==> config.mk <==
export PLATFORM = sky130hd
export DESIGN_NAME = riscv_hazard_scoreboard
export DESIGN_NICKNAME = d
export VERILOG_FILES = /design/src/rtl/riscv_hazard_scoreboard.sv
export SDC_FILE = /design/constraint.sdc
export NUM_CORES = 1
export LEC_CHECK = 0
export BUFFER_PORTS_ARGS = -buffer_cell sky130_fd_sc_hd__buf_2
export CAP_MARGIN = 20
export CORE_ASPECT_RATIO = 0.75
export CORE_MARGIN = 8
export CORE_UTILIZATION = 55
export DETAILED_ROUTE_END_ITERATION = 10
export PLACE_DENSITY = 0.87
export SYNTH_ARGS = -nofsm -noshare
export SYNTH_HDL_FRONTEND = slang
export SYNTH_SLANG_ARGS = --single-unit
==> constraint.sdc <==
create_clock -name clk -period 4.9 [get_ports clk]
set_input_delay 0 -clock clk [delete_from_list [all_inputs] [get_ports clk]]
set_output_delay 0 -clock clk [all_outputs]
set_load 0.01 [all_outputs]
==> src/rtl/riscv_hazard_scoreboard.sv <==
// Tracks in-flight destination registers after ID and derives forwarding selects,
// load-use stalls and a saturating stall counter for a simple in-order RISC-V pipe.
module riscv_hazard_scoreboard #(
  parameter int DEPTH      = 3,
  parameter int LOAD_STAGE = 2,
  parameter int CNT_W      = 16,
  localparam int SELW      = $clog2(DEPTH + 1)
) (
  input  logic             clk,
  input  logic             reset_n,
  input  logic             id_valid,
  input  logic [4:0]       id_rs1,
  input  logic [4:0]       id_rs2,
  input  logic             id_use_rs1,
  input  logic             id_use_rs2,
  input  logic [4:0]       id_rd,
  input  logic             id_we,
  input  logic             id_is_load,
  input  logic             flush,
  input  logic             kill,
  output logic             stall,
  output logic [SELW-1:0]  fwd_rs1_sel,
  output logic [SELW-1:0]  fwd_rs2_sel,
  output logic             busy,
  output logic [CNT_W-1:0] stall_cnt
);

  logic [DEPTH:1] st_valid;
  logic [DEPTH:1] st_we;
  logic [DEPTH:1] st_load;
  logic [4:0]     st_rd [1:DEPTH];

  logic hz_rs1;
  logic hz_rs2;
  logic accept;

  // Scan oldest to youngest so the youngest match is the one left standing.
  always_comb begin
    fwd_rs1_sel = '0;
    fwd_rs2_sel = '0;
    hz_rs1      = 1'b0;
    hz_rs2      = 1'b0;
    for (int k = DEPTH; k >= 1; k--) begin
      if (id_use_rs1 && st_valid[k] && st_we[k] && (st_rd[k] == id_rs1) && (id_rs1 != 5'd0)) begin
        fwd_rs1_sel = SELW'(k);
        hz_rs1      = st_load[k] && (k < LOAD_STAGE);
      end
      if (id_use_rs2 && st_valid[k] && st_we[k] && (st_rd[k] == id_rs2) && (id_rs2 != 5'd0)) begin
        fwd_rs2_sel = SELW'(k);
        hz_rs2      = st_load[k] && (k < LOAD_STAGE);
      end
    end
  end

  assign stall  = id_valid && !flush && !kill && (hz_rs1 || hz_rs2);
  assign accept = id_valid && !stall && !flush && !kill;
  assign busy   = |st_valid;

  // Stages keep advancing during a stall; the stalled instruction becomes a bubble.
  always_ff @(posedge clk or negedge reset_n) begin
    if (!reset_n) begin
      st_valid <= '0;
      st_we    <= '0;
      st_load  <= '0;
      for (int k = 1; k <= DEPTH; k++) begin
        st_rd[k] <= 5'd0;
      end
    end else if (kill) begin
      st_valid <= '0;
    end else begin
      for (int k = DEPTH; k >= 2; k--) begin
        st_valid[k] <= st_valid[k-1];
        st_we[k]    <= st_we[k-1];
        st_load[k]  <= st_load[k-1];
        st_rd[k]    <= st_rd[k-1];
      end
      st_valid[1] <= accept;
      st_we[1]    <= id_we;
      st_load[1]  <= id_is_load;
      st_rd[1]    <= id_rd;
    end
  end

  always_ff @(posedge clk or negedge reset_n) begin
    if (!reset_n) begin
      stall_cnt <= '0;
    end else if (stall && (stall_cnt != {CNT_W{1'b1}})) begin
      stall_cnt <= stall_cnt + CNT_W'(1);
    end
  end

endmodule

==> results by group <==
Floorplan
  • Core area: around 3600 µm²
  • Core Rows: 19
  • Ports: 46
  • Initial core utilization: between 50% and 60%
  • Die W: 87.0 µm
  • Die Span Y: approximately 70 µm
  • Die ar.: between 6000 and 7000 µm²

Clock tree
  • Reg clk slew, reported paths: ~70 ps
  • Htree depth: 2
  • Root buf cell: clkbuf_8
  • Cts bufs inserted: 5
  • Cts repair resizes: 0
  • Worst skew pair latency: ~280 ps
  • CTS sink count: 38
  • Max Root-Sink Buffers: 2
  • CTS tree: yes

Logic synthesis
  • Post-Synthesis Cells: approximately 190
  • Post-Syn Nets: between 200 and 250
  • Synth Register Bits: 38
  • Post-synthesis cell area: 2080 µm²
  • Yosys warnings: 0
  • Yosys top cell by area: dfrtp_1
  • Post-synthesis cell type count: 31
  • Avg Synthesized Cell Area: roughly 11 µm²
  • Sequential area share after synthesis: between 40% and 50%
  • Post-synth top area share: about 46%
  • Main area contributors after synthesis: dfrtp_1 46%, xnor2_1 16%, mux2_2 10%, nand4_1 3.6%, xor2_1 3.0%

Routing
  • WL/cell: around 16 µm
  • First DRT Iteration DRCs: about 120
  • Vias: between 1500 and 2000
  • Via density: 5.55
  • Routed Wire Length: approximately 4.8 mm
  • Routed Antenna Nets: 0
  • Post-route DRC: 0
  • First-pass DRT Iterations: 5

Global routing
  • Overflow after GRT: 0
  • Antenna violations before repair: 0
  • First-pass GRT wire length: roughly 8 mm
  • Total GRT Usage: between 15 and 20%
  • Pin count of the biggest net entering global routing: 39
  • Vias in the first global route: 1654

STA
  • Max Clk Rate: approximately 450 MHz
  • Final WS setup: approximately 2700 ps
  • Unrepaired setup endpoints after global routing: false
  • Worst Clk Skew: 4.85 ps
  • Final Hold Slack: approximately 32 ps
  • Setup TNS: 0 ps
  • Worst Tran Pin Value: 836 ps
  • Final setup fails: 0
  • Min Tclk post-route: 2220 ps
  • Final worst-path cycle share: between 40% and 50%
  • Hold Violations, Final: 0
  • Slew Viols, Final: 0
  • Slew Limit Headroom: 44.3%

Worst setup path
  • Top delay family on crit path: simple AND/OR/NAND/NOR gates
  • Worst Path Max Fanout: 9
  • Crit Path Class: flop to flop
  • Critical path's slowest cell: or4_4
  • Worst setup EP type: flop
  • WP buf/inv: 0
  • Crit start category: flop
  • CP peak stage delay: around 560 ps
  • Crit path required time: about 5100 ps
  • Crit path DAT: 2380 ps
  • Critical-path cell list: xnor2_1 > nand2_1 > or4_4 > a211oi_4 > mux2_1

Min path
  • Worst min path class: input pin to flop

Finish
  • Non-filler instance count after layout: about 300
  • Layout Nets: ~270
  • P&R area growth vs syn: 20.3%
  • Ant. Diodes: 0
  • Layout cells sized above 1: roughly 30%

Placed design
  • Inst Count DP: 284
  • Setup Slack @ Placement: between 2000 and 3000 ps
  • RD Place Congestion: just under 0.9
  • IO Port Bufs: 45
  • HPWL after detailed placement: about 3.6 mm

Power
  • Power density cells: 272 nW/µm²
  • P_leak: between 1 and 1.5 nW
  • Worst vdd ir: around 0.00027 V

Status
  • Outcome: completed

Job
  • Max cap viols: 0
synth_stat cells, drive strengths merged:
| library cell | n |
|---|---|
| or3 | 1 |
| inv | 2 |
| ha | 1 |
| nand3 | 11 |
| o21ai | 2 |
| nand2b | 1 |
| mux2 | 21 |
| nor2 | 12 |
| a21boi | 1 |
| dfrtp | 38 |
| nand2 | 15 |
| and2 | 1 |
| o41ai | 1 |
| nor3b | 1 |
| a211oi | 1 |
| and4 | 1 |
| xor2 | 7 |
| buf | 4 |
| and4bb | 1 |
| nor3 | 8 |
| nand4 | 12 |
| nor2b | 2 |
| xnor2 | 37 |
| or4 | 4 |
| nor4 | 5 |
| and3 | 1 |
cell type report:
| type | count | area (µm²) |
|---|---|---|
| repair buffers | 53 | 305 |
| fillers | 269 | 1140 |
| well taps | 52 | 65.1 |
| flip-flops and latches | 38 | 951 |
| clock buffers | 7 | 76.3 |
| inverters | 2 | 7.51 |
| multi-input cells | 147 | 1100 |
stage by stage:
| step | total power (W) | util (%) | cell area [µm²] |
|---|---|---|---|
| 2_1_floorplan | 0.000442 | - | 2080 |
| 3_3_place_gp | 0.000477 | 64.5 | 2340 |
| 3_5_place_dp | 0.000484 | 64.5 | 2340 |
| 4_1_cts | 0.000685 | 68.8 | 2500 |
| 5_1_grt | 0.000714 | 68.8 | 2500 |
| 6_report | 0.000681 | 68.8 | 2500 |
power breakdown:
| part | leakage (nW) | switching (W) | internal [W] |
|---|---|---|---|
| Combinational | 0.588 | 0.0000496 | 0.0000652 |
| Sequential | 0.487 | 0.0000314 | 0.000337 |
| Clock | 0.0383 | 0.0000998 | 0.0000979 |
final timing paths:
path | start | end | slack [ps] | cells after the start
setup reg to reg | st_rd[11] | stall_cnt[1] | 2680 | 5
max in group asynchronous | reset_n | st_load[1] | 3990 | 2
hold / removal | flush | st_valid[1] | 30 | 3
min in group asynchronous | reset_n | st_rd[4] | 380 | 2
setup / recovery | st_rd[11] | stall_cnt[1] | 2680 | 5
hold reg to reg | stall_cnt[10] | stall_cnt[10] | 510 | 1
what timing repair did:
action | 4_1_cts | 5_1_grt
hold buffers | 8 | 0
buffers inserted | 0 | 0
setup endpoints to repair | 0 | 0
hold endpoints to repair | 45 | 0
metal layers:
metal  part of all wire, %  up-vias  GRT usage [%]
met5                     0        -              0
met4                   1.5        0           5.52
met3                   6.9        8           4.85
met2                    48       61           25.3
met1                    44      806           21.5
li1                      -      783              -
cell usage in the layout (no fill, tap or decap), types with 4 or more instances in the layout:
cell / n
nor2_1: 12
xor2_1: 7
mux2_2: 19
buf_2: 45
xnor2_1: 37
nand2_1: 15
dfrtp_1: 38
nand4_1: 12
nand3_1: 11
dlygate4sd3_1: 8
clkbuf_8: 5
nor4_1: 4
nor3_1: 8
cell families (layout without fill, tap and decap cells):
logic type	Yosys count	in the layout	share of synthesized area [%]
simple gates	76	76	20.0
xor+xnor	44	44	18.5
flops	38	38	45.8
mux	21	21	11.4
buf+inv	6	62	1.51
compound gates	5	5	2.23
fa+ha+maj	1	1	0.602
registers in the layout, indices dropped and copies added (netlist names):
| signal | count |
|---|---|
| stall_cnt | 16 |
| st_rd | 15 |
| st_valid | 3 |
| st_we | 3 |
| st_load | 1 |
worst reg2reg max path, stage by stage, from the launching register on:
cell and delay, ps:
dfrtp_1 420, xnor2_1 190, nand2_1 90, or4_4 560
a211oi_4 470, mux2_1 360
Power figures use the tool's default switching activity.
